<file path="src/rtl/tf_stage_sequencer.sv">
// tf_stage_sequencer
// Walks the per-row twiddle-factor ROMs through every stage of the radix-16 FFT:
// drives the active-low ROM enable, stage_counter, the 16-cycle cnt and tf_idx, and
// delays each ROM issue by ROM_LAT cycles to flag valid factors to the multipliers.
// Optional feature macro: TF_TRIVIAL_EN adds tf_trivial (issued tf_idx == 0, i.e. the
// unity factor), aligned with tf_valid, so the multiplier can bypass.
//
// state   | meaning
// --------+----------------------------------------------------------
// S_IDLE  | waiting for start, ROM disabled
// S_RUN   | issuing ROM reads; stall holds the counters with cen=1
// S_DRAIN | ROM_LAT cycles with cen=1 so in-flight reads complete
// S_DONE  | one-cycle done pulse, start ignored
//
// Reset is asynchronous and asserted while rst_n is high.
// The issue decision is registered: stall sampled at an edge sets cen for the next
// cycle, and counters advance only on edges that close a cen=0 cycle, so cnt/tf_idx
// always show the address presented while cen=0.

module tf_stage_sequencer #(
  parameter int SC_WIDTH    = 3,
  parameter int NUM_STAGES  = 4,
  parameter int GROUPS      = 64,
  parameter int IDX_WIDTH   = 6,
  parameter int TF_IDX_INIT = 1,
  parameter int ROM_LAT     = 1
) (
  input  logic                 clk,
  input  logic                 rst_n,
  input  logic                 start,
  input  logic                 stall,
  output logic                 cen,
  output logic [SC_WIDTH-1:0]  stage_counter,
  output logic [3:0]           cnt,
  output logic [IDX_WIDTH-1:0] tf_idx,
  output logic                 tf_valid,
  output logic                 busy,
`ifdef TF_TRIVIAL_EN
  output logic                 done,
  output logic                 tf_trivial
`else
  output logic                 done
`endif
);

  localparam int GW = (GROUPS > 1) ? $clog2(GROUPS) : 1;
  localparam logic [GW-1:0]        GRP_LAST   = GW'(GROUPS - 1);
  localparam logic [SC_WIDTH-1:0]  STAGE_LAST = SC_WIDTH'(NUM_STAGES - 1);
  localparam logic [IDX_WIDTH-1:0] IDX_INIT   = IDX_WIDTH'(TF_IDX_INIT);
  localparam logic [1:0]           DRAIN_LAST = 2'(ROM_LAT - 1);

  typedef enum logic [1:0] {
    S_IDLE  = 2'd0,
    S_RUN   = 2'd1,
    S_DRAIN = 2'd2,
    S_DONE  = 2'd3
  } state_t;

  state_t             state;
  logic [GW-1:0]      group;
  logic [1:0]         drain_cnt;
  logic [ROM_LAT-1:0] valid_pipe;

  // Sequencer FSM: issue control, stage/group/index counters and status outputs
  always_ff @(posedge clk or posedge rst_n) begin
    if (rst_n) begin
      state         <= S_IDLE;
      cen           <= 1'b1;
      stage_counter <= '0;
      cnt           <= '0;
      group         <= '0;
      tf_idx        <= IDX_INIT;
      drain_cnt     <= '0;
      busy          <= 1'b0;
      done          <= 1'b0;
    end else begin
      case (state)
        S_IDLE: begin
          cen  <= 1'b1;
          done <= 1'b0;
          if (start) begin
            state         <= S_RUN;
            busy          <= 1'b1;
            cen           <= stall;
            cnt           <= '0;
            group         <= '0;
            stage_counter <= '0;
            tf_idx        <= IDX_INIT;
          end
        end
        S_RUN: begin
          cen <= stall;
          if (!cen) begin
            cnt <= cnt + 4'd1;
            if (cnt == 4'd15) begin
              group  <= group + 1'b1;
              tf_idx <= tf_idx + 1'b1;
              if (group == GRP_LAST) begin
                group <= '0;
                if (stage_counter == STAGE_LAST) begin
                  state     <= S_DRAIN;
                  cen       <= 1'b1;
                  drain_cnt <= DRAIN_LAST;
                end else begin
                  stage_counter <= stage_counter + 1'b1;
                  tf_idx        <= IDX_INIT;
                end
              end
            end
          end
        end
        S_DRAIN: begin
          cen <= 1'b1;
          if (drain_cnt == 2'd0) begin
            state <= S_DONE;
            done  <= 1'b1;
            busy  <= 1'b0;
          end else begin
            drain_cnt <= drain_cnt - 2'd1;
          end
        end
        S_DONE: begin
          cen   <= 1'b1;
          done  <= 1'b0;
          state <= S_IDLE;
        end
        default: state <= S_IDLE;
      endcase
    end
  end

  // ROM read latency tracking: tf_valid is cen=0 delayed ROM_LAT cycles, never gated
  always_ff @(posedge clk or posedge rst_n) begin
    if (rst_n) begin
      valid_pipe <= '0;
    end else begin
      for (int i = ROM_LAT - 1; i > 0; i--) valid_pipe[i] <= valid_pipe[i-1];
      valid_pipe[0] <= ~cen;
    end
  end

  assign tf_valid = valid_pipe[ROM_LAT-1];

`ifdef TF_TRIVIAL_EN
  logic [ROM_LAT-1:0] triv_pipe;

  // Unity-factor flag follows the same latency as tf_valid
  always_ff @(posedge clk or posedge rst_n) begin
    if (rst_n) begin
      triv_pipe <= '0;
    end else begin
      for (int i = ROM_LAT - 1; i > 0; i--) triv_pipe[i] <= triv_pipe[i-1];
      triv_pipe[0] <= ~cen & (tf_idx == '0);
    end
  end

  assign tf_trivial = triv_pipe[ROM_LAT-1];
`endif

endmodule

</file>
<file path="config.mk">
export PLATFORM = sky130hd
export DESIGN_NAME = tf_stage_sequencer
export DESIGN_NICKNAME = d
export VERILOG_FILES = /design/src/rtl/tf_stage_sequencer.sv
export SDC_FILE = /design/constraint.sdc
export NUM_CORES = 1
export LEC_CHECK = 0
export ABC_AREA = 1
export BUFFER_PORTS_ARGS = -buffer_cell sky130_fd_sc_hd__buf_4
export CAP_MARGIN = 20
export CORE_MARGIN = 2
export CORE_UTILIZATION = 57
export DETAILED_ROUTE_END_ITERATION = 10
export PLACE_DENSITY = 0.79
export SLEW_MARGIN = 20
export SYNTH_ARGS = -nofsm -noshare
export SYNTH_HDL_FRONTEND = slang
export SYNTH_SLANG_ARGS = --single-unit
</file>
<file path="constraint.sdc">
create_clock -name clk -period 1.76 [get_ports clk]
set_input_delay 0.088 -clock clk [delete_from_list [all_inputs] [get_ports clk]]
set_output_delay 0.088 -clock clk [all_outputs]
set_load 0.02 [all_outputs]
</file>
==> flow_summary.yaml, run 1 <==
global_routing:
  antenna_found_initial: 0
  grt-ovfl-total: 0
  grt_max_degree: 28
  grt_usage_pct: 21.3
  grt_pass1_vias: 1281
  grt_pass1_wl_microns: 5410
floorplanning:
  fp.coreArea_sq_mm: 0.00271
  start_util_pct: 58.8
  pin_count: 21
  die_h_microns: 56.9
  rows: 19
  die_area_sq_mm: 0.00324
  die_x_microns: 56.9
cts:
  clockBufferDepth: 2
  cts_made_buffers: 3
  cts_tree: "built"
  cts.sinks: 27
  clk_pin_slew_ns: 0.16
  htree_num_levels: 1
  insertion_delay_ns: 0.34
  clock-root-buffer: "clkbuf_4"
synth:
  synth.most_common_cell: "nand2_1"
  synth_edf_count: 0
  synthesis.nets: 221
  synthAdderAreaFrac_pct: 7.85
  synth_top_cell_area_share_pct: 39.2
  syn_area_per_cell_sq_um: 7.70
  synthTopCellsByArea: "dfrtp_1 (39%), nand2_1 (17%), ha_1 (7.8%)"
  synthXorXnorAreaFrac_pct: 2.20
  yosys_register_bits: 27
  synth_top_family_by_area: "simple AND/OR/NAND/NOR gates"
  yosys_warnings: 0
  synth_compound_area_share_pct: 6.83
  ys.flop_type: "dfrtp_1"
  synth_mux_area_share_pct: 0.628
  synth_cell_types: 26
  ys_seq_area_share_pct: 42.5
  syn-instance-count: 207
  synth.largest_area_cell: "dfrtp_1"
  synthArstFlopShare_pct: 100
  synth-simple-area-share_pct: 32.4
  ys_top_cells_by_count: "nand2_1 (72), inv_1 (26), dfrtp_1 (25)"
  syn_area_sq_mm: 0.00159
critical_path:
  cp_max_fo: 6
  path_common_cell: "nand2_1"
  path_class: "flop to flop"
  slowest_stage: "dfrtp_1"
  ff2ff_setup_slack_ns: 0.13
  required_ns: 2.01
  cp_cell_sequence: "buf_4 > ha_2 > inv_2 > buf_4 > nor2_1 > nor2_2 > nand2_1 > nand2_1 > nand2_1"
  rr_worst_depth: 9
  cp_data_arrival_time_ns: 1.88
  slowest_delay_ns: 0.43
  r2r_end: "drain_cnt[1]$_DFFE_PP0P_"
  endpoint_kind: "flop"
  cp-start-kind: "flop"
  timing.rr.start: "state[0]$_DFFE_PP0P_"
layout:
  stdcell_count: 271
  area.growth.synth_to_final_pct: 18.6
  drive_gt1_share_pct: 19.6
  fin_nets: 255
  num_antenna_cells: 0
place:
  dp_hpwl_microns: 2350
  place_inst: 261
  finalWeightedCongestion: 0.850
  io_buffers: 20
drt:
  dr.pass1.iters: 5
  routed_wl_microns: 3260
  viasPerCell: 5.13
  drt_iter0_markers: 97
  drc: 0
  vias: 1391
  wl_per_cell_microns: 12.0
  ant_nets: 0
pwr:
  ir_drop_uv: 1230
  p_leak_nw: 1.01
  p_per_area_mw_per_mm2: 1550
  power.total_mw: 2.93
worst_hold_path:
  worst_hold_path_type: "input port to flop"
  hold-path-endpoint: "cen$_DFF_PP1_"
  hold_path_startpoint: "start"
  holdPathStages: 4
timing:
  finalMaxSlewViolations: 0
  clock.fmax_ghz: 0.614
  fin_crit_sh_pct: 92.6
  finClkSkew_ns: 0.0140
  min_period_ns: 1.63
  rsz0062_at_grt: "false"
  final_hold_viol_count: 0
  maxSlewHeadroom_pct: 78.0
  whs_ns: 0.0685
  setup_viol: 0
  setup_tns_ns: 0
  worst_slew_pin_slew_ns: 0.330
run:
  cap_violations: 0
outcome:
  outcome: "completed"
-- cells in the final DEF (no fill, tap or decap), types with 2 or more instances in the layout --
cell type,n
a21oi_1,4
buf_4,29
clkbuf_4,3
dfrtp_1,25
dfstp_2,2
dlygate4sd3_1,2
ha_1,8
ha_2,2
inv_1,26
inv_2,2
nand2_1,72
nand3_1,20
nand4_1,4
nor2_1,10
nor2_2,2
o21ai_0,12
or2_2,2
xnor2_1,4
-- routing by layer --
metal,wire [microns],GRT usage (%),up-vias
met5,0,0,-
met4,78,8.31,0
met3,112,2.30,9
met2,1550,34.8,36
met1,1520,28.7,623
li1,-,-,723
-- critical path, delay by kind of cell (launching register included) --
kind                       cells  cell delay [ns]
and+or+nand+nor                5             0.53
buffers and inverters          3             0.36
DFF                            1             0.43
adders and majority gates      1             0.21
-- worst max-delay path by stage --
stage,start,slack [ns],cells after the start,endpoint
5_1_grt,state[1]$_DFFE_PP0P_,0.005,11,tf_idx[5]$_DFFE_PP0P_
6_report,state[0]$_DFFE_PP0P_,0.13,9,drain_cnt[1]$_DFFE_PP0P_
3_5_place_dp,state[1]$_DFFE_PP0P_,-0.03,8,stage_counter[1]$_DFFE_PP0P_
3_3_place_gp,state[1]$_DFFE_PP0P_,0.12,9,stage_counter[0]$_DFFE_PP0P_
4_1_cts,state[1]$_DFFE_PP0P_,0.11,8,stage_counter[1]$_DFFE_PP0P_
2_1_floorplan,state[1]$_DFFE_PP0P_,0.23,10,tf_idx[5]$_DFFE_PP0P_
-- metrics by stage --
step	setup WS [ns]	utilization [%]	area [sq um]
floorplan	0.233	-	1590
global placement	0.125	66.6	1810
detailed placement	-0.0331	66.6	1810
CTS	0.111	69.0	1870
global route	0.00547	69.8	1890
finish	0.131	69.8	1890
-- cell families after synthesis --
logic type,after synthesis
buffers and inverters,30
XOR/XNOR,4
multiplexers,1
AO/OA/AOI/OAI,20
adder cells (fa/ha/maj),10
flip-flops,27
AND/OR/NAND/NOR,115
-- area by class of cell --
cell class	count	area, sq um
Fill cell	212	820
Clock buffer	3	22.5
Multi-Input combinational cell	150	801
Tap cell	31	38.8
Timing Repair Buffer	31	238
Inverter	28	105
Clock inverter	1	7.51
Sequential cell	27	678
-- state kept, by name, summed over array words and instances (netlist names), 2 cells and up --
register / cells
group: 6
cnt: 4
tf_idx: 6
state: 2
drain_cnt: 2
stage_counter: 3
-- what timing repair did --
action / CTS / global route
resized for setup: 0 / 2
hold endpoints to repair: 26 / 0
hold buffers: 2 / 0
pin swaps: 1 / 1
buffers inserted: 2 / 2
setup endpoints to repair: 2 / 16
-- power by group --
part	internal, mW	switching, mW	leakage [nW]	total, mW
Sequential	0.809	0.165	0.356	0.974
Clock	0.0871	0.192	0.0139	0.279
Combinational	0.652	1.03	0.641	1.68
Note: power is estimated with default switching activity, not from simulation.
==> inputs of run 2 (changes only) <==
Settings changed: BUFFER_PORTS_ARGS -buffer_cell sky130_fd_sc_hd__buf_4 to unset, CORE_UTILIZATION 57 to 62, DONT_BUFFER_PORTS set to 1, PLACE_DENSITY 0.79 to 0.78.
==> run 2 against run 1 <==
Compared with the run above:
- die area shrank 7.5%
- final cell count fell by 4.8%
- via count grew 0.86%
- critical path type unchanged
==> flow_summary.yaml, run 2 (synthesized netlist as in run 1, its figures left out) <==
outcome:
  outcome: "completed"
floorplanning:
  fp.coreArea_sq_mm: 0.00245
  rows: 18
  die_area_sq_mm: 0.00299
  pin_count: 21
  die_h_microns: 54.7
  start_util_pct: 64.9
  die_x_microns: 54.7
drt:
  dr.pass1.iters: 4
  drc: 0
  ant_nets: 0
  routed_wl_microns: 3470
  viasPerCell: 5.44
  wl_per_cell_microns: 13.4
  drt_iter0_markers: 39
  vias: 1403
critical_path:
  path_class: "flop to flop"
  ff2ff_setup_slack_ns: 0.15
  crit_path_end: "tf_idx[5]$_DFFE_PP0P_"
  cp_max_fo: 10
  required_ns: 2.03
  slowest_delay_ns: 0.43
  crit_path_start: "state[0]$_DFFE_PP0P_"
  cp-start-kind: "flop"
  critical_path_buf_inv_count: 3
  timing.rr.start: "state[0]$_DFFE_PP0P_"
  cp_cell_sequence: "inv_1 > ha_1 > nand2_1 > nand3_4 > nor2_8 > buf_4 > nand2_1 > nand2_1 > nand2_1 > inv_1"
  path_common_cell: "nand2_1"
  cp_data_arrival_time_ns: 1.88
  cp.depth: 10
  slowest_stage: "dfrtp_1"
  crit_family: "simple AND/OR/NAND/NOR gates"
  rr_worst_depth: 10
  r2r_end: "tf_idx[5]$_DFFE_PP0P_"
  endpoint_kind: "flop"
timing:
  fin_crit_sh_pct: 91.6
  setup_slack_ns: 0.148
  worst_slew_pin_slew_ns: 0.586
  setup_viol: 0
  finClkSkew_ns: 0.00241
  final_hold_viol_count: 0
  clock.fmax_ghz: 0.620
  finalMaxSlewViolations: 0
  min_period_ns: 1.61
  maxSlewHeadroom_pct: 60.9
cts:
  cts_tree: "built"
  clk_pin_slew_ns: 0.14
  cts_made_buffers: 3
  clock-root-buffer: "clkbuf_4"
  htree_num_levels: 1
  insertion_delay_ns: 0.32
  cts.sinks: 27
  clockBufferDepth: 2
layout:
  reg.largest.list: "group x6, tf_idx x6, cnt x4"
  num_antenna_cells: 0
  mostFrequentLayoutCells: "nand2_1 (72), inv_1 (25), dfrtp_1 (24), nand3_1 (20), buf_4 (16)"
  stdcell_count: 258
  final_common_cell: "nand2_1"
  final_cell_area_sq_mm: 0.00180
  area.growth.synth_to_final_pct: 12.7
  drive_gt1_share_pct: 14.9
  fin_nets: 243
place:
  io_buffers: 0
  place_inst: 246
  dp_hpwl_microns: 2600
  place_ws_ns: 0.0854
  finalWeightedCongestion: 0.833
  dpl_cell_area_sq_mm: 0.00170
global_routing:
  grt-ovfl-total: 0
  antenna_found_initial: 0
  grt_max_degree: 17
  grt_usage_pct: 24.4
  grt_pass1_vias: 1236
  grt_pass1_wl_microns: 5300
run:
  cap_violations: 0
pwr:
  p_leak_nw: 0.949
  power.total_mw: 2.90
  ir_drop_uv: 1040
  p_per_area_mw_per_mm2: 1620
worst_hold_path:
  worst_hold_path_type: "input port to flop"
==> run 2: cell count changes in the layout (fill, tap and decap cells not counted), sizes merged <==
| cell | delta |
|---|---|
| clkinvlp | -1 |
| dlygate4sd3 | +1 |
| buf | -13 |
| clkbuf | +1 |
==> run 2: what timing repair did <==
item,CTS,global route
gates resized for setup,0,4
hold buffers,3,0
setup buffers,0,5
endpoints found under the hold margin,14,0
setup endpoints to repair,0,16
==> run 2: worst min-delay path by stage <==
stage                     cells after the start  slack (ns)   from                    end
after CTS                                     6       0.007  stall          cen$_DFF_PP1_
after global placement                        1        0.06  rst_n  tf_idx[2]$_DFFE_PP0P_
after floorplan                               1        0.14  rst_n       busy$_DFFE_PP0P_
after global routing                          6        0.08  stall          cen$_DFF_PP1_
after detailed placement                      1        0.07  rst_n  tf_idx[2]$_DFFE_PP0P_
final                                         6        0.06  stall          cen$_DFF_PP1_
==> run 2: tightest hold or removal path, cell delays in order <==
cell	delay, ns
inv_1	0.03
nand2_1	0.05
nand2_1	0.06
nand2_1	0.05
nand2_1	0.07
nand2_1	0.05
==> run 2: where the power goes <==
part | total, mW | switching (mW) | internal (mW)
logic | 1.57 | 0.965 | 0.607
registers | 1.06 | 0.250 | 0.812
clock network | 0.268 | 0.179 | 0.0887
total | 2.90 | 1.39 | 1.51
==> run 2: layout make-up <==
type                       count  area (sq um)
clock buffer                   4          26.3
sequential                    27           679
inverter                      28           105
tap                           30          37.5
timing repair buffer          19           150
multi-input combinational    150           798
fill                         192           658
==> run 2: metrics by stage <==
step	util, %	hold slack (ns)	setup TNS [ns]
2_1_floorplan	-	0.139	0
3_3_place_gp	69.2	0.0596	0
3_5_place_dp	69.2	0.0737	0
4_1_cts	71.5	0.00744	0
5_1_grt	73.2	0.0819	-0.00775
6_report	73.2	0.0648	0
==> run 2: layer usage <==
metal	wire [microns]	vias to the layer above	track usage [%]
met4	36	0	5.83
met3	158	6	3.83
met5	0	-	0
met2	1770	30	43.7
met1	1500	667	30.5
li1	-	700	-
==> inputs of run 3 (changes only) <==
Settings changed: RECOVER_POWER set to 25, SETUP_SLACK_MARGIN set to 0.02.
==> run 3 against run 2 <==
Compared with the run above:
- non-clock buffer count unchanged
- utilization shrank 0.15 points
- clock-buffer cell count unchanged
- maximum frequency decreased by 0.28%
- clock power increased by 1%
- via count shrank 1.0%
- final cell count unchanged
- die area unchanged
- critical path type unchanged
==> flow_summary.yaml, run 3 (synthesized netlist as in run 1, its figures left out) <==
floorplanning:
  die_h_microns: 54.7
  fp.coreArea_sq_mm: 0.00245
  start_util_pct: 64.9
  pin_count: 21
  rows: 18
  die_x_microns: 54.7
  die_area_sq_mm: 0.00299
timing:
  finClkSkew_ns: 0.00689
  setup_tns_ns: 0
  clock.fmax_ghz: 0.619
  rsz0062_at_grt: "true"
  maxSlewHeadroom_pct: 60.8
  fin_crit_sh_pct: 91.8
  worst_slew_pin_slew_ns: 0.587
  finalMaxSlewViolations: 0
  min_period_ns: 1.62
  final_hold_viol_count: 0
  setup_viol: 0
critical_path:
  cp-start-kind: "flop"
  cp_max_fo: 10
  cp_data_arrival_time_ns: 1.89
  required_ns: 2.03
  endpoint_kind: "flop"
  path_class: "flop to flop"
global_routing:
  grt_pass1_vias: 1236
  grt_max_degree: 17
  grt_usage_pct: 24.4
  antenna_found_initial: 0
  grt-ovfl-total: 0
  grt_pass1_wl_microns: 5300
layout:
  reg.largest.list: "group x6, tf_idx x6, cnt x4"
  final_common_cell: "nand2_1"
  num_antenna_cells: 0
  stdcell_count: 258
  fill_cells: 194
  mostFrequentLayoutCells: "nand2_1 (72), inv_1 (25), dfrtp_1 (24), nand3_1 (20), buf_4 (15)"
  drive_gt1_share_pct: 14.0
  area.growth.synth_to_final_pct: 12.5
  fin_nets: 243
place:
  place_inst: 246
  finalWeightedCongestion: 0.833
  dp_hpwl_microns: 2600
  io_buffers: 0
cts:
  insertion_delay_ns: 0.32
  htree_num_levels: 1
  cts_made_buffers: 3
  cts_tree: "built"
  cts.sinks: 27
  clock-root-buffer: "clkbuf_4"
  clockBufferDepth: 2
  clk_pin_slew_ns: 0.15
pwr:
  p_seq_share_pct: 36.5
  internal-power_mw: 1.50
  ir_drop_uv: 1040
  p_leak_nw: 0.945
  switching_share_pct: 48.2
  p_per_area_mw_per_mm2: 1620
  pwr-share-clk_pct: 9.4
  combPwrFrac_pct: 54.1
  switching_power_mw: 1.40
drt:
  drt_iter0_markers: 40
  viasPerCell: 5.38
  dr.pass1.iters: 4
  vias: 1389
  drc: 0
  wl_per_cell_microns: 13.5
  ant_nets: 0
  routed_wl_microns: 3470
outcome:
  outcome: "completed"
worst_hold_path:
  worst_hold_path_type: "input port to flop"
run:
  cap_violations: 0
## run 3: changes by cell type in the layout (fill, tap and decap cells not counted), sizes merged
cell,change
buf,-1
clkbuf,+1
## run 3: critical path, stage by stage (launching register included)
cell and delay (ns):
dfrtp_1 0.43, inv_1 0.08, ha_1 0.22, nand2_1 0.17, nand3_4 0.13, nor2_8 0.17, buf_4 0.14, nand2_1 0.05
nand2_1 0.06, nand2_1 0.06, inv_1 0.05
## run 3: cell type report
| class | count | area, sq um | share of cell area [%] |
|---|---|---|---|
| multi-input cells | 150 | 798 | 44.5 |
| flip-flops and latches | 27 | 679 | 37.9 |
| repair buffers | 19 | 146 | 8.16 |
| inverters | 28 | 105 | 5.86 |
| well taps | 30 | 37.5 | 2.09 |
| clock buffers | 4 | 26.3 | 1.47 |
## run 3: path summary, 6_finish.rpt
| check | from | slack, ns | cells past startpoint | endpoint |
|---|---|---|---|---|
| worst max-delay path | state[0]$_DFFE_PP0P_ | 0.14 | 10 | tf_idx[5]$_DFFE_PP0P_ |
| worst min-delay path | stall | 0.07 | 6 | cen$_DFF_PP1_ |
| worst max register to register | state[0]$_DFFE_PP0P_ | 0.14 | 10 | tf_idx[5]$_DFFE_PP0P_ |
| worst min register to register | drain_cnt[1]$_DFFE_PP0P_ | 0.49 | 2 | drain_cnt[1]$_DFFE_PP0P_ |
| max in group asynchronous | rst_n | 0.78 | 3 | tf_idx[0]$_DFFE_PP1P_ |
| min in group asynchronous | rst_n | 0.25 | 2 | state[1]$_DFFE_PP0P_ |
## run 3: power by group through the flow
stage | Clock [mW] | Combinational (mW) | Sequential [mW]
finish | 0.272 | 1.57 | 1.06
global placement | 0 | 1.33 | 1.06
global route | 0.296 | 1.76 | 1.09
CTS | 0.278 | 1.42 | 1.06
detailed placement | 0 | 1.39 | 1.07
floorplan | 0 | 1.02 | 1.09
## run 3: what timing repair did
action	CTS	global route
buffers inserted	0	5
hold buffers	3	0
endpoints found under the setup margin	0	18
resized for setup	0	4
endpoints found under the hold margin	14	0
## run 3: per-layer routing
layer,GRT usage [%],share of wire [%],up-vias
li1,-,-,699
met1,30.5,44,656
met2,43.7,51,28
met3,3.83,4.4,6
met4,5.83,1.0,0
met5,0,0,-
## run 3: through the flow
step	power [mW]	hold slack, ns	setup WS [ns]	instance area (sq um)	util (%)
global route	3.14	0.0878	-0.00769	1790	73.0
CTS	2.76	0.00744	0.0368	1760	71.5
finish	2.90	0.0673	0.144	1790	73.0
global placement	2.39	0.0596	0.173	1700	69.2
detailed placement	2.46	0.0737	0.0854	1700	69.2
floorplan	2.11	0.139	0.233	1590	-
